===== config.mk =====
export PLATFORM = sky130hd
export DESIGN_NAME = clk_div_ctrl
export DESIGN_NICKNAME = d
export VERILOG_FILES = /design/src/rtl/clk_div_ctrl.sv
export SDC_FILE = /design/constraint.sdc
export NUM_CORES = 1
export LEC_CHECK = 0
export BUFFER_PORTS_ARGS = -buffer_cell sky130_fd_sc_hd__buf_2
export CAP_MARGIN = 0
export CORE_ASPECT_RATIO = 0.6
export CORE_UTILIZATION = 62
export DETAILED_ROUTE_END_ITERATION = 10
export GPL_TIMING_DRIVEN = 0
export PLACE_DENSITY_LB_ADDON = 0.15
export SLEW_MARGIN = 5
export SYNTH_ARGS = -nofsm -noshare
export SYNTH_HDL_FRONTEND = slang
export SYNTH_SLANG_ARGS = --single-unit

===== constraint.sdc =====
create_clock -name clk_i -period 5.6 [get_ports clk_i]
set_clock_uncertainty 0.2 [all_clocks]
set_input_delay 0.84 -clock clk_i [delete_from_list [all_inputs] [get_ports clk_i]]
set_output_delay 0.84 -clock clk_i [all_outputs]
set_load 0.05 [all_outputs]

===== src/rtl/clk_div_ctrl.sv =====
// clk_div_ctrl: run-time controller for the pipeline's divided-clock generator.
// Owns the half-period ratio and starts and stops the divided clock without
// truncating a high phase. It accepts ratio updates over a valid/ready slot and
// applies them only at a clean boundary. It also emits rise/fall ticks and a
// count of rising edges since the last start.
module clk_div_ctrl #(
    parameter int CNT_W        = 8,
    parameter int DEFAULT_HALF = 5,
    parameter int PCNT_W       = 16
) (
    input  logic              clk_i,
    input  logic              rstn_i,        // active-high async reset despite the name
    input  logic              start_i,
    input  logic              stop_i,
    input  logic              cfg_valid_i,
    input  logic [CNT_W-1:0]  cfg_half_i,
    output logic              cfg_ready_o,
    output logic              cfg_applied_o,
    output logic              clk_out_o,
    output logic              rise_o,
    output logic              fall_o,
    output logic              busy_o,
    output logic              done_o,
    output logic [PCNT_W-1:0] period_cnt_o
);

    typedef enum logic [1:0] {
        ST_IDLE  = 2'd0,
        ST_RUN   = 2'd1,
        ST_DRAIN = 2'd2
    } state_t;

    localparam logic [CNT_W-1:0]  CNT_ZERO = '0;
    localparam logic [CNT_W-1:0]  CNT_ONE  = CNT_W'(1);
    localparam logic [CNT_W-1:0]  HALF_RST = CNT_W'(DEFAULT_HALF);
    localparam logic [PCNT_W-1:0] PCNT_ONE = PCNT_W'(1);

    // A zero half-period would never reach its terminal count; treat it as 1.
    function automatic logic [CNT_W-1:0] clamp_half(input logic [CNT_W-1:0] h);
        if (h == CNT_ZERO) begin
            return CNT_ONE;
        end else begin
            return h;
        end
    endfunction

    state_t              state_r, state_s;
    logic [CNT_W-1:0]    cnt_r, cnt_s;
    logic [CNT_W-1:0]    half_r, half_s;
    logic [CNT_W-1:0]    pend_half_r, pend_half_s;
    logic                pend_valid_r, pend_valid_s;
    logic                clk_out_r, clk_s;
    logic                rise_r, rise_s;
    logic                fall_r, fall_s;
    logic                done_r, done_s;
    logic                applied_r, applied_s;
    logic                busy_r;
    logic [PCNT_W-1:0]   pcnt_r, pcnt_s;
    logic                toggle_s;
    logic [CNT_W-1:0]    step_cnt_s;

    // Terminal count of the current phase and the counter value after one step.
    always_comb begin
        toggle_s   = (cnt_r == (half_r - CNT_ONE));
        step_cnt_s = toggle_s ? CNT_ZERO : (cnt_r + CNT_ONE);
    end

    // Next state, counter, divided clock, ticks and period count.
    always_comb begin
        state_s = state_r;
        cnt_s   = cnt_r;
        clk_s   = clk_out_r;
        rise_s  = 1'b0;
        fall_s  = 1'b0;
        done_s  = 1'b0;
        pcnt_s  = pcnt_r;
        case (state_r)
            ST_IDLE: begin
                cnt_s = CNT_ZERO;
                clk_s = 1'b0;
                if (start_i) begin
                    state_s = ST_RUN;
                    pcnt_s  = '0;
                end else begin
                    state_s = ST_IDLE;
                end
            end
            ST_RUN: begin
                cnt_s = step_cnt_s;
                if (toggle_s) begin
                    clk_s  = ~clk_out_r;
                    rise_s = ~clk_out_r;
                    fall_s = clk_out_r;
                    if (!clk_out_r) begin
                        pcnt_s = pcnt_r + PCNT_ONE;
                    end else begin
                        pcnt_s = pcnt_r;
                    end
                end else begin
                    clk_s = clk_out_r;
                end
                if (stop_i) begin
                    state_s = ST_DRAIN;
                end else begin
                    state_s = ST_RUN;
                end
            end
            ST_DRAIN: begin
                if (!clk_out_r) begin
                    // Already low: nothing to finish, leave on this edge.
                    state_s = ST_IDLE;
                    cnt_s   = CNT_ZERO;
                    clk_s   = 1'b0;
                    done_s  = 1'b1;
                end else if (toggle_s) begin
                    // High phase completes naturally; fall and done coincide.
                    state_s = ST_IDLE;
                    cnt_s   = CNT_ZERO;
                    clk_s   = 1'b0;
                    fall_s  = 1'b1;
                    done_s  = 1'b1;
                end else begin
                    state_s = ST_DRAIN;
                    cnt_s   = step_cnt_s;
                end
            end
            default: begin
                state_s = ST_IDLE;
                cnt_s   = CNT_ZERO;
                clk_s   = 1'b0;
            end
        endcase
    end

    // Config slot: capture when free, apply in IDLE or on a falling toggle.
    always_comb begin
        half_s       = half_r;
        pend_half_s  = pend_half_r;
        pend_valid_s = pend_valid_r;
        applied_s    = 1'b0;
        if (pend_valid_r) begin
            if ((state_r == ST_IDLE) || fall_s) begin
                half_s       = pend_half_r;
                pend_valid_s = 1'b0;
                applied_s    = 1'b1;
            end else begin
                pend_valid_s = 1'b1;
            end
        end else if (cfg_valid_i) begin
            pend_half_s  = clamp_half(cfg_half_i);
            pend_valid_s = 1'b1;
        end else begin
            pend_valid_s = 1'b0;
        end
    end

    // FSM state register.
    always_ff @(posedge clk_i or posedge rstn_i) begin
        if (rstn_i) begin
            state_r <= ST_IDLE;
        end else begin
            state_r <= state_s;
        end
    end

    // Datapath and output registers; reset drops the divided clock at once.
    always_ff @(posedge clk_i or posedge rstn_i) begin
        if (rstn_i) begin
            cnt_r        <= CNT_ZERO;
            half_r       <= HALF_RST;
            pend_half_r  <= CNT_ZERO;
            pend_valid_r <= 1'b0;
            clk_out_r    <= 1'b0;
            rise_r       <= 1'b0;
            fall_r       <= 1'b0;
            done_r       <= 1'b0;
            applied_r    <= 1'b0;
            busy_r       <= 1'b0;
            pcnt_r       <= '0;
        end else begin
            cnt_r        <= cnt_s;
            half_r       <= half_s;
            pend_half_r  <= pend_half_s;
            pend_valid_r <= pend_valid_s;
            clk_out_r    <= clk_s;
            rise_r       <= rise_s;
            fall_r       <= fall_s;
            done_r       <= done_s;
            applied_r    <= applied_s;
            busy_r       <= (state_s != ST_IDLE);
            pcnt_r       <= pcnt_s;
        end
    end

    assign cfg_ready_o   = ~pend_valid_r;
    assign cfg_applied_o = applied_r;
    assign clk_out_o     = clk_out_r;
    assign rise_o        = rise_r;
    assign fall_o        = fall_r;
    assign busy_o        = busy_r;
    assign done_o        = done_r;
    assign period_cnt_o  = pcnt_r;

endmodule


======== Word level (Yosys, flattened, before mapping) ========
Index checks and enable logic that the tools add are counted.
storage, ports and cells
  bits in registers ....................... 49
  bits of input ports ..................... 13
  output and inout port bits .............. 23
  word-level logic and storage cells ...... 62
cells by class
  add/subtract/negate cells ............... 3
  equal/unequal tests ..................... 6
  mux-type cells .......................... 31
  bitwise gates (word level) .............. 2
  reductions and logical operators ........ 8
operator list
  operator               number
  $mux 16                3
  $mux 8                 4
  $pmux 16 s2            1
  $add 16x1->16 const B  1
  $mux 1                 16
  $pmux 8 s2             1
  $add 8x1->8 const B    1
  $eq 8x8->1             1
  $logic_not 8->1        1
  $sub 8x1->8 const B    1
  $mux 2                 3
  $ne 2x2->1 const B     3
  $pmux 2 s3             1
  $pmux 1 s2             2
  $reduce_and 2->1       2
  $reduce_and 4->1       1
  $reduce_bool 2->1      2
  $eq 2x1->1 const B     1
  $eq 2x2->1 const B     1
  $logic_not 2->1        1
  $not 1->1              2
  $logic_or 1x1->1       1

======== Depth between registers and ports, before layout ========
  depth in word-level cells ............... 8
  mapped depth ............................ 9
  gate-level depth less buffers ........... 8

======== Least setup slack after synthesis ========
OpenSTA, ideal clock, no wires.
  path kind ............................... register to register
  from .................................... register half_r[0]
  to ...................................... register pcnt_r[3] (netlist: period_cnt_o[3])
  setup time .............................. 0.079 ns
  data arrival time ....................... 2.569 ns
  data required time ...................... 5.321 ns
  slack ................................... 2.752 ns
  stages on the path, launching flop included .. 10
  buffers on the path ..................... 1
  clock period less this slack ............ 2.848 ns
  path through ............................ dfstp_2 -> inv_1 -> ha_1 -> nor4b_2 -> xnor2_1 -> or4_4 -> a2111o_1 -> buf_6 -> a21oi_2 -> mux2i_1
on the way
  cells in the longest elaborated chain, start to end .. 4
ends and longest elaborated chain
  what                        line  text
  from (decl)                 49    logic [CNT_W-1:0] half_r, half_s;
  from (signal assigned)      182   half_r <= half_s;
  $sub 8x1->8                 64    toggle_s = (cnt_r == (half_r - CNT_ONE));
  $eq 8x8->1                  64
  $ne 2x2->1 (no line)        n/a
  $reduce_and 4->1 (no line)  n/a
  to (signal assigned)        191   pcnt_r <= pcnt_s;
  to (decl)                   58    logic [PCNT_W-1:0] pcnt_r, pcnt_s;
No other way between the ends.
A chain may end at the register's enable or synchronous reset.

======== Worst setup path in the final report ========
  from .................................... register half_r[0]
  to ...................................... register pcnt_r[9] (netlist: period_cnt_o[9])
The elaborated chain is that of the path after synthesis.

==> flow_summary.json <==
{
  "status": "complete, no violations",
  "setup_viol": 0,
  "grt_max_degree": 35,
  "core_um2": 4170,
  "hpwl_um": 4350,
  "final-hold-violation-count": 0,
  "num_vias": 2122,
  "drc": 0,
  "synthFlopType": "dfrtp_1",
  "initial_core_util_pct": 65.3,
  "finalMaxSlewViolations": 0,
  "wl_per_cell_um": 15.4,
  "area.growth.synth_to_final_pct": 13.8,
  "seq_area_frac_synth_pct": 45.2,
  "post-place-ws_ns": 2.52,
  "cts_resized": 0,
  "drive_gt1_share_pct": 24.9,
  "synth_area_leaders": "dfrtp_1, mux2i_1, nand2_1, mux2_2, a21oi_2",
  "port-buffer-count": 35,
  "final_cells": 369,
  "place_congestion": 0.804,
  "end_kind": "flop",
  "fp.dieH_um": 53.3,
  "dr.pass1.iters": 4,
  "cp.arrival_ns": 3.14,
  "fp-row-count": 18,
  "die_area_um2": 4660,
  "grt_overflow": 0,
  "max_cap_violations": 0,
  "worstPathCellList": "inv_1 -> ha_1 -> nor4b_2 -> xnor2_1 -> or4_4 -> a2111o_1 -> buf_6 -> a21oi_2 -> mux2i_1",
  "crit_type": "reg2reg",
  "root_buffer": "clkbuf_8",
  "drt-initial-drc-count": 128,
  "layout_min_cycle_time_ns": 3.11,
  "antenna_cells": 0,
  "critPathRequiredTime_ns": 5.63,
  "antenna_found_initial": 0,
  "grt_pass1_vias": 1941,
  "final_common_cell": "dfrtp_1",
  "cts_max_path_buffers": 2,
  "worstSetupStartpointType": "flop",
  "worstPathMaxFanout": 10,
  "grt_usage_pct": 27.8,
  "finalCritPeriodShare_pct": 55.6,
  "layout_common_cells": "dfrtp_1, nand2_1, buf_2",
  "powerDensity_nw_per_um2": 420,
  "clk_latency_ns": 0.31,
  "async_flop_share_pct": 100,
  "fmax_ghz": 0.321,
  "synth-edff-count": 0,
  "syn_area_um2": 2720,
  "yosys.area.top_type_share_pct": 43.3,
  "post_cts_buffers": 0,
  "hold_class": "in2async",
  "htree_levels": 2,
  "via_per_inst": 5.75,
  "relSlewSlack_pct": 46.6,
  "cts_hold_buffers": 0,
  "nets": 329,
  "wirelength_um": 5690,
  "fin_util_pct": 74.2,
  "ys_ff_latch": 49,
  "worst_pin_slew_ns": 0.794,
  "cp_slowest_stage_delay_ns": 0.60,
  "cp_slowest_cell": "dfstp_2",
  "synthCells": 266,
  "cts.clk_slew.worst_paths_ns": 0.09,
  "setup_ws_ns": 2.49,
  "ant_nets": 0,
  "cts_buffers": 5,
  "worst_ir_drop_vdd_mv": 0.242,
  "ys_types": 47,
  "grt_setup_unrepaired": "no",
  "setup_tns_ns": 0,
  "die_w_um": 87.5,
  "synth_fp_nets": 286,
  "cts.sink_count": 49,
  "grt_pass1_wl_um": 9400,
  "synth_top_cell_by_area": "dfrtp_1",
  "cts_tree": "built",
  "syn_area_per_cell_um2": 10.2,
  "place_inst": 362,
  "leakagePower_nw": 1.36,
  "worst_hold_slack_ns": 0.287,
  "pin_count": 36,
  "yosys_warnings": 0
}
-- cell families after synthesis --
group                    Yosys count  share of synthesized area (%)
XOR/XNOR                          15                           4.83
AND/OR/NAND/NOR                  107                           19.8
buffers and inverters             20                           3.08
flip-flops                        49                           45.2
adder cells (fa/ha/maj)            7                           3.22
AO/OA/AOI/OAI                     38                           12.1
multiplexers                      30                           11.7
-- critical path, delay by kind of cell, from the launching register on --
| family | cells | cell delay [ns] |
|---|---|---|
| fa+ha+maj | 1 | 0.26 |
| flops | 1 | 0.60 |
| mux | 1 | 0.22 |
| simple gates | 2 | 0.67 |
| compound gates | 2 | 0.69 |
| xor+xnor | 1 | 0.13 |
| buf+inv | 2 | 0.26 |
-- metal layers --
layer  wire length (µm)  vias up  share of wire (%)  track usage, %
met1               2950     1036                 52            41.4
met5                  0        -                  0               0
met2               2330       63                 41            38.3
met3                335        8                5.9            7.49
li1                   -     1015                  -               -
met4                 72        0                1.3            9.56
-- cell usage after synthesis, types with 5 or more instances --
cell      instances
inv_1            12
a21oi_2          10
a21oi_1           6
nand2_1          37
mux2_2           10
xnor2_1           9
clkbuf_1          5
nor2_1           18
nor4_1            5
xor2_1            6
nand3_1          15
mux2_1            5
nand2b_1         12
mux2i_1          15
dfrtp_1          47
ha_1              7
-- through the flow --
stage / power (mW) / instance area (µm²)
finish: 1.30 / 3090
global route: 1.38 / 3090
CTS: 1.30 / 3090
detailed placement: 1.05 / 2990
global placement: 1.02 / 2970
floorplan: 0.924 / 2720
-- worst paths after layout --
kind	cells past startpoint	end	start	slack, ns
max in group asynchronous	3	half_r[0]$_DFFE_PP1P_	rstn_i	4.36
min in group clk_i	1	half_r[5]$_DFFE_PP0P_	pend_half_r[5]$_DFFE_PP0P_	0.29
min reg2reg	1	half_r[5]$_DFFE_PP0P_	pend_half_r[5]$_DFFE_PP0P_	0.29
max reg2reg	9	period_cnt_o[9]$_DFFE_PP0P_	half_r[0]$_DFFE_PP1P_	2.49
max	9	period_cnt_o[9]$_DFFE_PP0P_	half_r[0]$_DFFE_PP1P_	2.49
min	2	period_cnt_o[8]$_DFFE_PP0P_	rstn_i	0.29
-- report_power, final --
| part | total [mW] | switching [mW] | internal (mW) | leakage, nW |
|---|---|---|---|---|
| Sequential | 0.515 | 0.0731 | 0.442 | 0.638 |
| Clock | 0.249 | 0.119 | 0.130 | 0.0540 |
| Combinational | 0.534 | 0.339 | 0.195 | 0.669 |
-- registers in the layout, summed over array words and instances (netlist names) --
register and cells:
period_cnt_o 16, cnt_r 8, half_r 8, pend_half_r 8, state_r 2, busy_o 1, cfg_applied_o 1, clk_out_o 1
done_o 1, fall_o 1, pend_valid_r 1, rise_o 1
-- area by class of cell --
type                       count  area [µm²]
clock buffer                   5        68.8
buffer                         7        35.0
fill                         308        1070
multi-input combinational    197        1410
timing repair buffer          36         195
tap                           60        75.1
sequential                    49        1230
clock inverter                 2        35.0
inverter                      13        48.8
Note: power is estimated with default switching activity, not from simulation.
